===== src/rtl/io_map_pkg.sv =====
// -----------------------------------------------------------------------------
// io_map_pkg
// Shared definitions for the memory-mapped I/O port: register offsets as seen
// on CPU addr[3:2], status-register bit positions and the read-data width.
// -----------------------------------------------------------------------------
package io_map_pkg;

  // Register select values (CPU addr[3:2])
  typedef enum logic [1:0] {
    IO_STATUS = 2'b00,
    IO_SWDATA = 2'b01,
    IO_RESULT = 2'b10,
    IO_RSVD   = 2'b11
  } io_reg_e;

  // Bit positions inside the STATUS register
  localparam int ST_LED_RDY = 0;
  localparam int ST_SW_RDY  = 1;

  // CPU data bus width
  localparam int IO_DATA_W = 32;

  // True when the access targets the given register
  function automatic logic reg_hit(input logic [1:0] addr, input io_reg_e which);
    return addr == which;
  endfunction

endpackage


===== src/rtl/button_debouncer.sv =====
// -----------------------------------------------------------------------------
// button_debouncer
// Synchronises one raw asynchronous push-button into the clock domain and
// debounces it. The accepted level only changes after the synchronised input
// has disagreed with it for DEBOUNCE_CYCLES consecutive cycles. A one-cycle
// press_pulse follows every accepted rising edge.
//
// After reset a button that is already held is learned as pressed without a
// pulse; the button has to be seen released before a press can pulse again.
//
// Ports
//   clk          in   system clock, rising edge
//   reset        in   synchronous active-high reset
//   raw          in   raw asynchronous button input
//   level        out  debounced (accepted) button level
//   press_pulse  out  one-cycle pulse after an accepted press
// -----------------------------------------------------------------------------
module button_debouncer #(
  parameter int DEBOUNCE_CYCLES = 1_000_000
) (
  input  logic clk,
  input  logic reset,
  input  logic raw,
  output logic level,
  output logic press_pulse
);

  // A single-cycle debounce still needs a one-bit counter
  localparam int CNT_W = (DEBOUNCE_CYCLES > 1) ? $clog2(DEBOUNCE_CYCLES) : 1;
  localparam logic [CNT_W-1:0] CNT_MAX = CNT_W'(DEBOUNCE_CYCLES - 1);

  logic             sync_a;
  logic             sync_b;
  logic [1:0]       fill;
  logic [CNT_W-1:0] cnt;
  logic             level_q;
  logic             pulse_q;
  logic             armed;
  logic             mismatch;
  logic             accept;

  assign mismatch = (sync_b != level_q);
  assign accept   = mismatch && (cnt == CNT_MAX);

  // Two-flop synchroniser. 'fill' marks when the synchroniser holds real
  // samples again after reset, so the zeros loaded by reset are not mistaken
  // for a released button.
  always_ff @(posedge clk) begin
    if (reset) begin
      sync_a <= 1'b0;
      sync_b <= 1'b0;
      fill   <= 2'b00;
    end else begin
      sync_a <= raw;
      sync_b <= sync_a;
      fill   <= {fill[0], 1'b1};
    end
  end

  // Stability counter: any agreement between input and accepted level
  // restarts the count, so only an uninterrupted run flips the level.
  always_ff @(posedge clk) begin
    if (reset) begin
      cnt     <= '0;
      level_q <= 1'b0;
    end else if (accept) begin
      cnt     <= '0;
      level_q <= sync_b;
    end else if (mismatch) begin
      cnt     <= cnt + 1'b1;
    end else begin
      cnt     <= '0;
    end
  end

  // Press pulse and re-arm logic. 'armed' stays low after reset until the
  // button has been seen released, so a button held across reset is learned
  // silently and only a fresh press produces a pulse.
  always_ff @(posedge clk) begin
    if (reset) begin
      armed   <= 1'b0;
      pulse_q <= 1'b0;
    end else begin
      pulse_q <= accept && sync_b && armed;
      if (fill[1] && !sync_b && !level_q) begin
        armed <= 1'b1;
      end
    end
  end

  assign level       = level_q;
  assign press_pulse = pulse_q;

endmodule


===== src/rtl/io_port_ctrl.sv =====
// -----------------------------------------------------------------------------
// io_port_ctrl
// Memory-mapped peripheral port behind the data-memory decoder (addr[7]=1).
// Debounces BTNL / BTNR, latches the switches on a BTNR press, exposes ready
// flags in STATUS and holds the CPU-written result for the 7-segment path.
//
// Register map (addr = CPU addr[3:2])
//   00 STATUS  R  {30'b0, sw_ready, led_ready}
//   01 SWDATA  R  {zero-ext, sw_data}          reading clears sw_ready
//   10 RESULT  W  calc_result <= wdata          writing clears led_ready
//              R  {zero-ext, calc_result}
//   11 reserved: reads 0, writes ignored
//
// Ports
//   clk          in   system clock
//   reset        in   synchronous active-high reset
//   pread        in   port select, qualifies reads
//   pwrite       in   write strobe (already gated by the decoder)
//   addr         in   register select
//   wdata        in   write data
//   rdata        out  combinational read data, zero when pread=0
//   BTNL         in   raw button "result consumed / next"
//   BTNR         in   raw button "switches valid"
//   SW           in   raw switches
//   calc_result  out  registered result for the display path
// -----------------------------------------------------------------------------
module io_port_ctrl
  import io_map_pkg::*;
#(
  parameter int DEBOUNCE_CYCLES = 1_000_000,
  parameter int SW_W            = 16,
  parameter int RES_W           = 12
) (
  input  logic                 clk,
  input  logic                 reset,
  input  logic                 pread,
  input  logic                 pwrite,
  input  logic [1:0]           addr,
  input  logic [RES_W-1:0]     wdata,
  output logic [IO_DATA_W-1:0] rdata,
  input  logic                 BTNL,
  input  logic                 BTNR,
  input  logic [SW_W-1:0]      SW,
  output logic [RES_W-1:0]     calc_result
);

  logic            btnl_level;
  logic            btnl_pulse;
  logic            btnr_level;
  logic            btnr_pulse;
  logic            btnl_p;
  logic            btnr_p;
  logic [SW_W-1:0] sw_sync_a;
  logic [SW_W-1:0] sw_sync_b;
  logic [SW_W-1:0] sw_data;
  logic            sw_ready;
  logic            led_ready;
  logic            result_wr;
  logic            swdata_rd;

  button_debouncer #(
    .DEBOUNCE_CYCLES(DEBOUNCE_CYCLES)
  ) u_btnl (
    .clk        (clk),
    .reset      (reset),
    .raw        (BTNL),
    .level      (btnl_level),
    .press_pulse(btnl_pulse)
  );

  button_debouncer #(
    .DEBOUNCE_CYCLES(DEBOUNCE_CYCLES)
  ) u_btnr (
    .clk        (clk),
    .reset      (reset),
    .raw        (BTNR),
    .level      (btnr_level),
    .press_pulse(btnr_pulse)
  );

  // A pulse only counts while its button is still accepted as pressed; this
  // guards against a level that has already dropped again in very short
  // debounce configurations.
  assign btnl_p = btnl_pulse && btnl_level;
  assign btnr_p = btnr_pulse && btnr_level;

  // Bus-side events. A write needs only pwrite; a clear-on-read needs a
  // genuine read (pread without pwrite).
  assign result_wr = pwrite && reg_hit(addr, IO_RESULT);
  assign swdata_rd = pread && !pwrite && reg_hit(addr, IO_SWDATA);

  // Switches are only synchronised; they are sampled on a debounced BTNR
  // press, by which time they have long settled.
  always_ff @(posedge clk) begin
    if (reset) begin
      sw_sync_a <= '0;
      sw_sync_b <= '0;
    end else begin
      sw_sync_a <= SW;
      sw_sync_b <= sw_sync_a;
    end
  end

  // Switch capture and its ready flag. A press in the same cycle as a SWDATA
  // read wins: the flag stays set, and the read still sees the old data
  // because rdata comes from the register before this edge.
  always_ff @(posedge clk) begin
    if (reset) begin
      sw_data  <= '0;
      sw_ready <= 1'b0;
    end else if (btnr_p) begin
      sw_data  <= sw_sync_b;
      sw_ready <= 1'b1;
    end else if (swdata_rd) begin
      sw_ready <= 1'b0;
    end
  end

  // Result register and the "result consumed" flag. The RESULT write always
  // lands; only the flag clear loses against a simultaneous BTNL press.
  always_ff @(posedge clk) begin
    if (reset) begin
      calc_result <= '0;
      led_ready   <= 1'b0;
    end else begin
      if (result_wr) begin
        calc_result <= wdata;
      end
      if (btnl_p) begin
        led_ready <= 1'b1;
      end else if (result_wr) begin
        led_ready <= 1'b0;
      end
    end
  end

  // Zero-latency read mux for the single-cycle datapath
  always_comb begin
    rdata = '0;
    if (pread) begin
      case (addr)
        IO_STATUS: begin
          rdata[ST_LED_RDY] = led_ready;
          rdata[ST_SW_RDY]  = sw_ready;
        end
        IO_SWDATA: rdata = IO_DATA_W'(sw_data);
        IO_RESULT: rdata = IO_DATA_W'(calc_result);
        default:   rdata = '0;
      endcase
    end
  end

endmodule


===== config.mk =====
export PLATFORM = sky130hd
export DESIGN_NAME = io_port_ctrl
export DESIGN_NICKNAME = d
export VERILOG_FILES = /design/src/rtl/io_map_pkg.sv /design/src/rtl/button_debouncer.sv /design/src/rtl/io_port_ctrl.sv
export SDC_FILE = /design/constraint.sdc
export NUM_CORES = 1
export LEC_CHECK = 0
export CAP_MARGIN = 20
export CORE_ASPECT_RATIO = 0.8
export CORE_MARGIN = 1
export CORE_UTILIZATION = 45
export CTS_CLUSTER_DIAMETER = 80
export DETAILED_ROUTE_END_ITERATION = 10
export MAX_ROUTING_LAYER = met4
export PLACE_DENSITY = 0.74
export SKIP_CTS_REPAIR_TIMING = 1
export SLEW_MARGIN = 5
export SYNTH_ARGS = -nofsm -noshare
export SYNTH_HDL_FRONTEND = slang
export SYNTH_SLANG_ARGS = --single-unit
export TNS_END_PERCENT = 5

===== constraint.sdc =====
create_clock -name clk -period 3.4 [get_ports clk]
set_input_delay 0.68 -clock clk [delete_from_list [all_inputs] [get_ports clk]]
set_output_delay 0.68 -clock clk [all_outputs]
set_load 0.01 [all_outputs]

==> flow_summary_export.csv <==
group,metric,value,unit
pwr,netSwitchingFraction,19.6,%
logic_synthesis,synth_seq_cells,114,
finish,num-fill-cells,816,
worst_hold_path,whs_path_depth,2,
worst_hold_path,hold_path_class,"flop to flop",
logic_synthesis,synth.cell_area,4470,µm²
clock_tree,clock_path_buffers,2,
timing,relSlewSlack,51.8,%
place,place_inst,686,
finish,synthToLayoutAreaGrowth,28.7,%
pwr,leakagePower,1.97,nW
place,placed_area,5140,µm²
setup_path,r2r.worst_path.cells,5,
finish,multiInputGateArea,1990,µm²
setup_path,arrival,2.58,ns
setup_path,max_stage_delay,0.51,ns
clock_tree,path_clk_slew,0.05,ns
worst_hold_path,hold_path.startpoint,"sw_sync_b[9]$_SDFF_PP0_",
place,dp_hpwl,6430,µm
clock_tree,numClockSinks,114,
pwr,power_switching,0.652,mW
clock_tree,cts_tree,"done",
finish,final_cell_mix,"dfxtp_1, nand2_1, clkdlybuf4s50_1",
timing,maxSlewViolCount,0,
clock_tree,clkLatencyLatePin,0.40,ns
setup_path,worstPathRequired,2.72,ns
global_route,grt_pass1_wl,16500,µm
floorplanning,die_area,10300,µm²
routing,vias_per_cell,4.99,
setup_path,crit_slowest_cell,"clkdlybuf4s50_1",
setup_path,r2r-end,"u_btnr.cnt[18]$_SDFF_PP0_",
logic_synthesis,synthCells,506,
pwr,peakVddDrop,0.286,mV
setup_path,crit_type,"input port to output pin",
setup_path,path_common_cell,"clkdlybuf4s50_1",
timing,finalClockSkew,0.00491,ns
global_route,gr-usage-all-layers,20.9,%
finish,design_area,5750,µm²
pwr,seqPwrFrac,41.5,%
place,gp_congestion,0.834,
setup_path,startpoint_type,"input port",
timing,holdWs,0.432,ns
setup_path,r2r-start,"u_btnr.cnt[0]$_SDFF_PP0_",
clock_tree,ctsHtreeMaxLevel,4,
logic_synthesis,synth-seq-area-share,51.0,%
finish,instances_no_fill,718,
global_route,grt_pass1_vias,3573,
status,status,"finished, final reports clean",
pwr,combPwrFrac,3.8,%
logic_synthesis,ys.flop_type,"dfxtp_1",
timing,finalSetupTns,0,ns
global_route,grt-ovfl-total,0,
timing,fmax,307,MHz
clock_tree,cts_buffers,17,
logic_synthesis,async_flop_share,0,%
pwr,intPower,2.67,mW
timing,period_share,95.9,%
timing,hold_viol,0,
clock_tree,ctsRootBufferMaster,"clkbuf_16",
finish,fin_nets,611,
pwr,power_density,577,nW/µm²
finish,diodes,0,
routing,vias,3582,
floorplanning,ioPinCount,80,
routing,drt_iter0_drc,241,
worst_hold_path,hold_end,"sw_data[9]$_SDFFE_PP0P_",
timing,finalSetupViolations,0,
timing,grt_setup_unrepaired,"false",
logic_synthesis,postSynthAreaPerCell,8.84,µm²
floorplanning,fp-row-count,32,
global_route,grt_antenna_before_repair,0,
setup_path,cp-end-kind,"output pin",
floorplanning,die_h,91.2,µm
floorplanning,die_w,113,µm
floorplanning,design.core.area,9650,µm²
routing,routedWlPerCell,13.3,µm
setup_path,crit_chain,"clkdlybuf4s50_1 -> inv_1 -> ha_1 -> a222oi_1 -> nor2_1 -> clkdlybuf4s50_1",
logic_synthesis,ys_warn_count,0,
setup_path,cp_max_fo,14,
timing,tightest_slew,0.723,ns
finish,layout_commonest_cell,"dfxtp_1",
finish,seqCellArea,2280,µm²
timing,fin_crit,3.26,ns
global_route,grt_start_max_net_pins,45,
routing,first_pass_iters,5,
finish,layout-drive-gt1-share,6.87,%
routing,drt.antenna.violating_nets,0,
routing,drc,0,
floorplanning,initial_core_util,46.3,%
place,port_buffers,63,
pwr,p_clk_share,54.7,%
job,cap_violations,0,
setup_path,reg2reg_slack,1.43,ns
logic_synthesis,synth-edff-count,0,
logic_synthesis,yosysUniqueCellTypes,40,
routing,wirelength,9570,µm
==> sequential cells by signal, indices dropped and copies added (netlist names) <==
signal	count
calc_result	12
led_ready	1
sw_data	16
sw_ready	1
sw_sync_a	16
sw_sync_b	16
u_btnl.armed	1
u_btnl.cnt	20
u_btnl.fill	1
u_btnl.level	1
u_btnl.press_pulse	1
u_btnl.sync_a	1
u_btnl.sync_b	1
u_btnr.armed	1
u_btnr.cnt	20
u_btnr.fill	1
u_btnr.level	1
u_btnr.press_pulse	1
u_btnr.sync_a	1
u_btnr.sync_b	1
==> metrics by stage <==
| step | util [%] | power (mW) | setup WS (ns) |
|---|---|---|---|
| CTS | 59.6 | 3.35 | 0.0911 |
| global route | 59.6 | 3.43 | 0.0511 |
| detailed placement | 53.3 | 1.53 | 0.117 |
| global placement | 53.3 | 1.53 | 0.168 |
| finish | 59.6 | 3.32 | 0.140 |
| floorplan | - | 1.48 | 1.08 |
==> cell families (layout without fill, tap and decap cells) <==
group                      count (synthesis)  count (layout)  share of synthesized area, %
DFF                                      114             114                          51.0
buffers and inverters                     50             111                          5.68
AOI/OAI and AO/OA                         75              75                          9.80
and+or+nand+nor                          234             234                          26.6
xor gates and xnor gates                  26              26                          5.09
other                                      1              16                        0.0839
adders and majority gates                  6               6                          1.68
==> layout make-up <==
class / count / area share, %
multi-input cells: 357 / 34.6
flip-flops and latches: 114 / 39.7
repair buffers: 66 / 11.3
clock inverters: 11 / 2.78
clock buffers: 21 / 7.83
well taps: 136 / 2.96
inverters: 13 / 0.848
==> Yosys cell counts, types with 2 or more instances <==
cell type / n / area share (%)
and3_1: 7 / 0.98
or4_1: 7 / 1.2
a21oi_1: 45 / 5.0
nand2b_1: 2 / 0.28
dfxtp_1: 114 / 51
nand2_1: 70 / 5.9
nand4_1: 7 / 0.98
nand4b_1: 2 / 0.39
ha_1: 6 / 1.7
o31ai_1: 6 / 1.0
nand3_1: 17 / 1.9
o21ai_0: 8 / 0.90
nor2_1: 48 / 4.0
nor3_1: 7 / 0.78
nor4b_1: 4 / 0.78
a222oi_1: 2 / 0.45
and2_1: 3 / 0.42
xor2_1: 9 / 1.8
a22oi_1: 11 / 1.8
buf_4: 17 / 2.9
nor3b_1: 2 / 0.34
nor4_1: 5 / 0.70
xnor2_1: 17 / 3.3
inv_1: 13 / 1.1
clkbuf_1: 18 / 1.5
or3_1: 8 / 1.1
nor2b_1: 38 / 5.3
==> power groups by stage <==
stage | sequential (mW) | combinational (mW) | clock [mW]
global placement | 1.40 | 0.122 | 0
detailed placement | 1.41 | 0.124 | 0
floorplan | 1.40 | 0.0726 | 0
finish | 1.38 | 0.126 | 1.82
global route | 1.38 | 0.139 | 1.91
CTS | 1.38 | 0.126 | 1.84
==> routing by layer <==
layer / GRT usage (%) / up-vias / wire (µm)
met5: - / - / 0
met4: 7.79 / 0 / 68
met3: 6.48 / 6 / 443
met2: 33.6 / 94 / 4610
met1: 24.6 / 1670 / 4450
li1: - / 1812 / -
==> critical path, delay by kind of cell <==
kind,cells,cell delay (ns)
buffers and inverters,3,1.08
adder cells (fa/ha/maj),1,0.37
AO/OA/AOI/OAI,1,0.37
AND/OR/NAND/NOR,1,0.08
==> how the worst max path moves through the flow <==
| stage | endpoint | startpoint |
|---|---|---|
| after global placement | rdata[1] | addr[1] |
| final | rdata[1] | addr[0] |
| after detailed placement | rdata[0] | addr[1] |
| after floorplan | rdata[10] | addr[1] |
| after global routing | rdata[4] | addr[0] |
| after CTS | rdata[0] | addr[1] |
Power figures use the tool's default switching activity.
